[src/rtl/offchip_sram_seq_pkg.sv]
// Shared types and constants for the off-chip SRAM request sequencer.
package offchip_sram_seq_pkg;

    localparam int          PHASE_CNT_W       = 4;
    localparam logic [31:0] DEFAULT_PARK_ADDR = 32'hFFFF_FFFF;

    typedef enum logic [2:0] {
        IDLE,
        SETUP,
        W_PULSE,
        W_HOLD,
        R_WAIT,
        R_CAPTURE,
        RESP
    } seq_state_t;

    // Request fields held for the whole access.
    typedef struct packed {
        logic        wen;
        logic [31:0] addr;
        logic [31:0] wdata;
        logic [3:0]  byte_en;
    } seq_req_t;

    // Narrow a cycle-count parameter to the phase counter width.
    function automatic logic [PHASE_CNT_W-1:0] phase_len(input int unsigned cycles);
        return PHASE_CNT_W'(cycles);
    endfunction

endpackage

[src/rtl/offchip_sram_phase_counter.sv]
// Loadable down-counter timing one phase of an SRAM access.
// "expired" flags the last cycle of the phase (count == 1).
module offchip_sram_phase_counter
    import offchip_sram_seq_pkg::*;
(
    input  logic                   clk,
    input  logic                   nRST,
    input  logic                   load,
    input  logic [PHASE_CNT_W-1:0] load_val,
    input  logic                   dec,
    output logic [PHASE_CNT_W-1:0] count,
    output logic                   expired
);

    // Load has priority; decrement saturates at zero.
    // NOTE: sequential state uses non-blocking assignments so every flop samples pre-edge values.
    always_ff @(posedge clk or negedge nRST) begin
        if (!nRST) begin
            count <= '0;
        end else if (load) begin
            count <= load_val;
        end else if (dec && (count != '0)) begin
            count <= count - 1'b1;
        end
    end

    assign expired = (count == PHASE_CNT_W'(1));

endmodule

[src/rtl/offchip_sram_req_sequencer.sv]
// Request-side timing sequencer in front of the off-chip SRAM controller.
// Generates address setup, write-enable pulse and hold timing, captures read
// data and returns a single-cycle response per accepted request.
module offchip_sram_req_sequencer
    import offchip_sram_seq_pkg::*;
#(
    parameter int unsigned SETUP_CYCLES    = 1,
    parameter int unsigned WE_PULSE_CYCLES = 2,
    parameter int unsigned HOLD_CYCLES     = 1,
    parameter int unsigned READ_CYCLES     = 2,
    parameter logic [31:0] PARK_ADDR       = DEFAULT_PARK_ADDR
)
(
    input  logic        clk,
    input  logic        nRST,
    input  logic        req_valid,
    output logic        req_ready,
    input  logic        req_wen,
    input  logic [31:0] req_addr,
    input  logic [31:0] req_wdata,
    input  logic [3:0]  req_byte_en,
    output logic        rsp_valid,
    output logic [31:0] rsp_rdata,
    output logic        rsp_err,
    output logic [31:0] mem_addr,
    output logic [31:0] mem_wdata,
    output logic        mem_wen,
    output logic [3:0]  mem_byte_en,
    input  logic [31:0] mem_rdata,
    input  logic        mem_wait,
    input  logic        mem_active
);

    localparam logic [PHASE_CNT_W-1:0] SETUP_LEN = phase_len(SETUP_CYCLES);
    localparam logic [PHASE_CNT_W-1:0] PULSE_LEN = phase_len(WE_PULSE_CYCLES);
    localparam logic [PHASE_CNT_W-1:0] HOLD_LEN  = phase_len(HOLD_CYCLES);
    localparam logic [PHASE_CNT_W-1:0] READ_LEN  = phase_len(READ_CYCLES);

    seq_state_t             state, state_nxt;
    seq_req_t               req_q;
    logic                   req_accept;
    logic                   cnt_load, cnt_dec, cnt_expired;
    logic [PHASE_CNT_W-1:0] cnt_load_val;
    logic [PHASE_CNT_W-1:0] cnt_value;
    logic                   rsp_upd;
    logic                   rsp_err_nxt;
    logic [31:0]            rsp_rdata_nxt;

    // Ready is forced low while reset is asserted, not just after it.
    assign req_ready  = nRST && (state == IDLE);
    assign req_accept = req_valid && req_ready;

    offchip_sram_phase_counter u_phase_cnt (
        .clk      (clk),
        .nRST     (nRST),
        .load     (cnt_load),
        .load_val (cnt_load_val),
        .dec      (cnt_dec),
        .count    (cnt_value),
        .expired  (cnt_expired)
    );

    // State register.
    always_ff @(posedge clk or negedge nRST) begin
        if (!nRST) begin
            state <= IDLE;
        end else begin
            state <= state_nxt;
        end
    end

    // Next state, phase counter control and response update.
    // NOTE: every signal gets a default first so no path through the case infers a latch.
    always_comb begin
        state_nxt     = state;
        cnt_load      = 1'b0;
        cnt_load_val  = '0;
        cnt_dec       = 1'b0;
        rsp_upd       = 1'b0;
        rsp_err_nxt   = 1'b0;
        rsp_rdata_nxt = '0;
        case (state)
            IDLE: begin
                if (req_accept) begin
                    state_nxt    = SETUP;
                    cnt_load     = 1'b1;
                    cnt_load_val = SETUP_LEN;
                end
            end
            SETUP: begin
                if (!cnt_expired) begin
                    cnt_dec = 1'b1;
                end else if (!mem_active) begin
                    state_nxt   = RESP;
                    rsp_upd     = 1'b1;
                    rsp_err_nxt = 1'b1;
                end else if (req_q.wen) begin
                    state_nxt    = W_PULSE;
                    cnt_load     = 1'b1;
                    cnt_load_val = PULSE_LEN;
                end else begin
                    state_nxt    = R_WAIT;
                    cnt_load     = 1'b1;
                    cnt_load_val = READ_LEN;
                end
            end
            W_PULSE: begin
                // mem_wait freezes the count, stretching the pulse cycle-for-cycle.
                if (!mem_wait) begin
                    if (cnt_expired) begin
                        state_nxt    = W_HOLD;
                        cnt_load     = 1'b1;
                        cnt_load_val = HOLD_LEN;
                    end else begin
                        cnt_dec = 1'b1;
                    end
                end
            end
            W_HOLD: begin
                if (cnt_expired) begin
                    state_nxt = RESP;
                    rsp_upd   = 1'b1;
                end else begin
                    cnt_dec = 1'b1;
                end
            end
            R_WAIT: begin
                if (!mem_wait) begin
                    if (cnt_expired) begin
                        state_nxt = R_CAPTURE;
                    end else begin
                        cnt_dec = 1'b1;
                    end
                end
            end
            R_CAPTURE: begin
                state_nxt     = RESP;
                rsp_upd       = 1'b1;
                rsp_rdata_nxt = mem_rdata;
            end
            RESP: begin
                state_nxt = IDLE;
            end
            default: begin
                state_nxt = IDLE;
            end
        endcase
    end

    // Latch the request on accept; it drives the SRAM pins for the whole access.
    always_ff @(posedge clk or negedge nRST) begin
        if (!nRST) begin
            req_q <= '0;
        end else if (req_accept) begin
            req_q <= '{wen: req_wen, addr: req_addr, wdata: req_wdata, byte_en: req_byte_en};
        end
    end

    // Response payload, held until the next response is produced.
    always_ff @(posedge clk or negedge nRST) begin
        if (!nRST) begin
            rsp_rdata <= '0;
            rsp_err   <= 1'b0;
        end else if (rsp_upd) begin
            rsp_rdata <= rsp_rdata_nxt;
            rsp_err   <= rsp_err_nxt;
        end
    end

    // Pin outputs decoded from state; the address parks outside the SRAM window when idle.
    always_comb begin
        mem_addr    = req_q.addr;
        mem_wdata   = req_q.wdata;
        mem_byte_en = req_q.byte_en;
        mem_wen     = (state == W_PULSE);
        rsp_valid   = (state == RESP);
        if ((state == IDLE) || (state == RESP)) begin
            mem_addr = PARK_ADDR;
        end
    end

endmodule

[config.mk]
export PLATFORM = sky130hd
export DESIGN_NAME = offchip_sram_req_sequencer
export DESIGN_NICKNAME = d
export VERILOG_FILES = /design/src/rtl/offchip_sram_seq_pkg.sv /design/src/rtl/offchip_sram_phase_counter.sv /design/src/rtl/offchip_sram_req_sequencer.sv
export SDC_FILE = /design/constraint.sdc
export NUM_CORES = 1
export LEC_CHECK = 0
export CORE_ASPECT_RATIO = 2
export CORE_UTILIZATION = 46
export DETAILED_ROUTE_END_ITERATION = 6
export GPL_ROUTABILITY_DRIVEN = 0
export GPL_TIMING_DRIVEN = 0
export PLACE_DENSITY = 0.82
export SYNTH_ARGS = -nofsm -noshare
export SYNTH_HDL_FRONTEND = slang
export SYNTH_HIERARCHICAL = 1
export SYNTH_SLANG_ARGS = --single-unit
[constraint.sdc]
create_clock -name clk -period 2.8 [get_ports clk]
set_input_delay 0.7 -clock clk [delete_from_list [all_inputs] [get_ports clk]]
set_output_delay 0.7 -clock clk [all_outputs]
set_load 0.01 [all_outputs]
==> metrics.txt <==
sum of internal, switching and leakage power 9.44 mW; largest net degree at the start of global routing 33; power density over the cells ~1100 nW/µm²; Max Cap Violations 0; startpoint type of the worst setup path flip-flop; leakage power summed over all cells 3.86 nW; synthesis-stage register bit count 109; cell area after placement 8170 µm²; post-synthesis instance total 474; minimum clock period after layout between 2 and 3 ns; Routed Antenna Nets 0; floorplan row count 58; Main synth FF type sky130_fd_sc_hd__dfrtp_1; Synth cell types 42; TritonCTS Buffers 9; clock tree root buffer cell sky130_fd_sc_hd__clkbuf_16; Hold Crit Class in2async; number of diodes 0; hold_ws 0.186 ns; die boundary width 81.8 µm; CTS tree yes; sort of element at the end of the critical path output port; die extent in y 162 µm; buffers added on ports 209; signed area change from the synthesized netlist to the final layout 46.8%; Critical Path RT 2.10 ns; share of cells above drive strength 1 about a quarter; WS Path Type reg2out; crit path max fanout 10; post-route worst setup slack 0.117 ns; run status finished clean; number of global-route vias before repair between 4000 and 5000; half-perimeter wire length of the detailed placement result 11.6 mm; placeable core region 12500 µm²; antenna violations before repair 0; Initial Utilization between 40% and 50%; clk sink count 109; final setup violation count 0; DRC violation count after routing 0; clock insertion delay at the later pin of the skew report 0.35 ns; clock transition at the registers of the reported paths 0.08 ns; fillcell total around 950; Least-Margin Pin Slew 0.533 ns; max-slew violations 0; # IOs 210; Wirelength per Cell between 15 and 20 µm; initial DRC count 128; Clock Tree Buf Depth 2; Final period util 95.8%; H-tree depth reported by CTS 3; maximum clock frequency approximately 370 MHz; # hold bufs at CTS 0; Post-synth EDFFs 0; arrival time at the worst endpoint 1.98 ns; final-stage net count 809; area of the die approximately 13000 µm²; worst-case headroom to the max-slew limit between 60 and 70%; first-pass iteration count of the detailed router 4; first-pass GRT wire length 24.4 mm; unrepaired setup endpoints after global routing no; mean number of vias per cell 5.27; share of synthesized area occupied by flip-flops and latches around 47%; Mean Syn Cell Area about 12 µm²; async set-reset flop share out of synthesis 100%; overall fraction of global-route tracks in use 24.5%; Max VDD drop 0.000609 V; post-route design area around 8600 µm²; total routed wirelength 15.7 mm; Yosys warnings 6; total grt overflow 0; via total after detailed routing 4513; post-synth design cell area 5860 µm²; clk_skew around 0.014 ns; Hold Violations, Final 0; pre-CTS setup slack -0.623 ns; cell depth of the worst flop-to-flop path 8
## cell type report
cell class	count	area, µm²	area share (%)
multi-input combinational	291	2660	31.0
clock buffer	11	243	2.82
sequential	109	2730	31.7
timing repair buffer	216	2220	25.8
inverter	2	7.51	0.0873
clock inverter	5	42.5	0.495
buffer	72	508	5.91
tap	150	188	2.18
## critical path, cell delays in order, from the launching register on
cell and delay (ns):
sky130_fd_sc_hd__dfrtp_1 0.38, sky130_fd_sc_hd__buf_4 0.18, sky130_fd_sc_hd__or2_4 0.27, sky130_fd_sc_hd__a21oi_4 0.13
sky130_fd_sc_hd__buf_4 0.16, sky130_fd_sc_hd__clkbuf_8 0.15, sky130_fd_sc_hd__or2_2 0.10, sky130_fd_sc_hd__clkdlybuf4s15_1 0.26
## routing by layer
metal,share of wire (%),track usage (%),vias to the layer above
met5,0,0,-
met4,2.3,8.77,0
li1,-,-,2095
met1,36,24.7,2226
met2,56,46.7,169
met3,5.8,5.25,23
## per-stage QoR
step	std cells	utilization (%)	TNS, ns
6_report	856	68.9	0
5_1_grt	856	68.9	0
4_1_cts	856	68.8	-0.139
3_5_place_dp	835	65.4	-16.09
3_3_place_gp	834	65.2	-619.34
2_1_floorplan	475	-	0
## sequential cells by signal, indices dropped and copies added (netlist names)
register           cells
mem_byte_en            4
state                  3
mem_wdata             32
u_phase_cnt/count      4
rsp_err                1
req_q                 33
rsp_rdata             32
## placed cells by master (no fill, tap or decap), types with 8 or more instances in the layout
| cell type | synthesis | final |
|---|---|---|
| sky130_fd_sc_hd__nor2b_1 | 69 | 69 |
| sky130_fd_sc_hd__clkdlybuf4s50_1 | 0 | 174 |
| sky130_fd_sc_hd__a221o_1 | 33 | 33 |
| sky130_fd_sc_hd__dfrtp_1 | 109 | 109 |
| sky130_fd_sc_hd__dlygate4sd2_1 | 0 | 20 |
| sky130_fd_sc_hd__or2_2 | 32 | 31 |
| sky130_fd_sc_hd__clkdlybuf4s15_1 | 0 | 9 |
| sky130_fd_sc_hd__a22o_1 | 32 | 32 |
| sky130_fd_sc_hd__clkbuf_16 | 0 | 9 |
| sky130_fd_sc_hd__buf_4 | 37 | 42 |
| sky130_fd_sc_hd__mux2_4 | 67 | 67 |
| sky130_fd_sc_hd__clkbuf_1 | 17 | 14 |
| sky130_fd_sc_hd__nand2_1 | 9 | 8 |
## synthesized netlist by cell type, types with 2 or more instances
library cell / instances / area [µm²]
sky130_fd_sc_hd__a21oi_1: 5 / 25.0
sky130_fd_sc_hd__a221o_1: 33 / 330
sky130_fd_sc_hd__a22o_1: 32 / 280
sky130_fd_sc_hd__buf_1: 3 / 11.3
sky130_fd_sc_hd__buf_2: 9 / 45.0
sky130_fd_sc_hd__buf_4: 37 / 278
sky130_fd_sc_hd__buf_6: 7 / 78.8
sky130_fd_sc_hd__clkbuf_1: 17 / 63.8
sky130_fd_sc_hd__dfrtp_1: 109 / 2730
sky130_fd_sc_hd__ha_1: 2 / 25.0
sky130_fd_sc_hd__inv_1: 2 / 7.51
sky130_fd_sc_hd__mux2_2: 2 / 22.5
sky130_fd_sc_hd__mux2_4: 67 / 1010
sky130_fd_sc_hd__nand2_1: 9 / 33.8
sky130_fd_sc_hd__nand2b_1: 4 / 25.0
sky130_fd_sc_hd__nor2_1: 5 / 18.8
sky130_fd_sc_hd__nor2b_1: 69 / 432
sky130_fd_sc_hd__nor3b_1: 4 / 30.0
sky130_fd_sc_hd__o21ai_0: 3 / 15.0
sky130_fd_sc_hd__o21ai_1: 2 / 10.0
sky130_fd_sc_hd__or2_2: 32 / 200
## where the power goes
| group | switching, mW | leakage (nW) | internal [mW] | total [mW] |
|---|---|---|---|---|
| clock network | 0.594 | 0.137 | 0.639 | 1.23 |
| registers | 0.467 | 1.23 | 2.28 | 2.75 |
| logic | 2.13 | 2.49 | 3.32 | 5.45 |
## cell families (layout without fill, tap and decap cells)
kind of cell             Yosys count  in the layout  synth area share (%)
AO/OA/AOI/OAI                     86             86                  12.8
buffers and inverters             75            306                  8.27
adder cells (fa/ha/maj)            2              2                 0.427
flip-flops                       109            109                  46.6
multiplexers                      70             70                  17.7
other                              1              2                0.0640
AND/OR/NAND/NOR                  131            131                  14.1
## timing repair
action                     CTS  global route
pin swaps                    1             0
buffers inserted             3             0
gates resized for setup     56             6
setup endpoints to repair   36            25
gates cloned                 3             0
## worst paths after layout
kind	from	end	slack (ns)
worst min register to register	req_q[66]$_DFFE_PN0P_	req_q[66]$_DFFE_PN0P_	0.50
min in group clk	req_q[66]$_DFFE_PN0P_	req_q[66]$_DFFE_PN0P_	0.50
max in group asynchronous	nRST	rsp_rdata[3]$_DFFE_PN0P_	2.09
worst min-delay path	nRST	mem_wdata[13]$_DFFE_PN0P_	0.19
worst max register to register	state[0]$_DFFE_PN0P_	u_phase_cnt/count[3]$_DFFE_PN0P_	0.43
worst max-delay path	state[2]$_DFFE_PN0P_	mem_addr[6]	0.12
(Power assumes the default switching activity.)
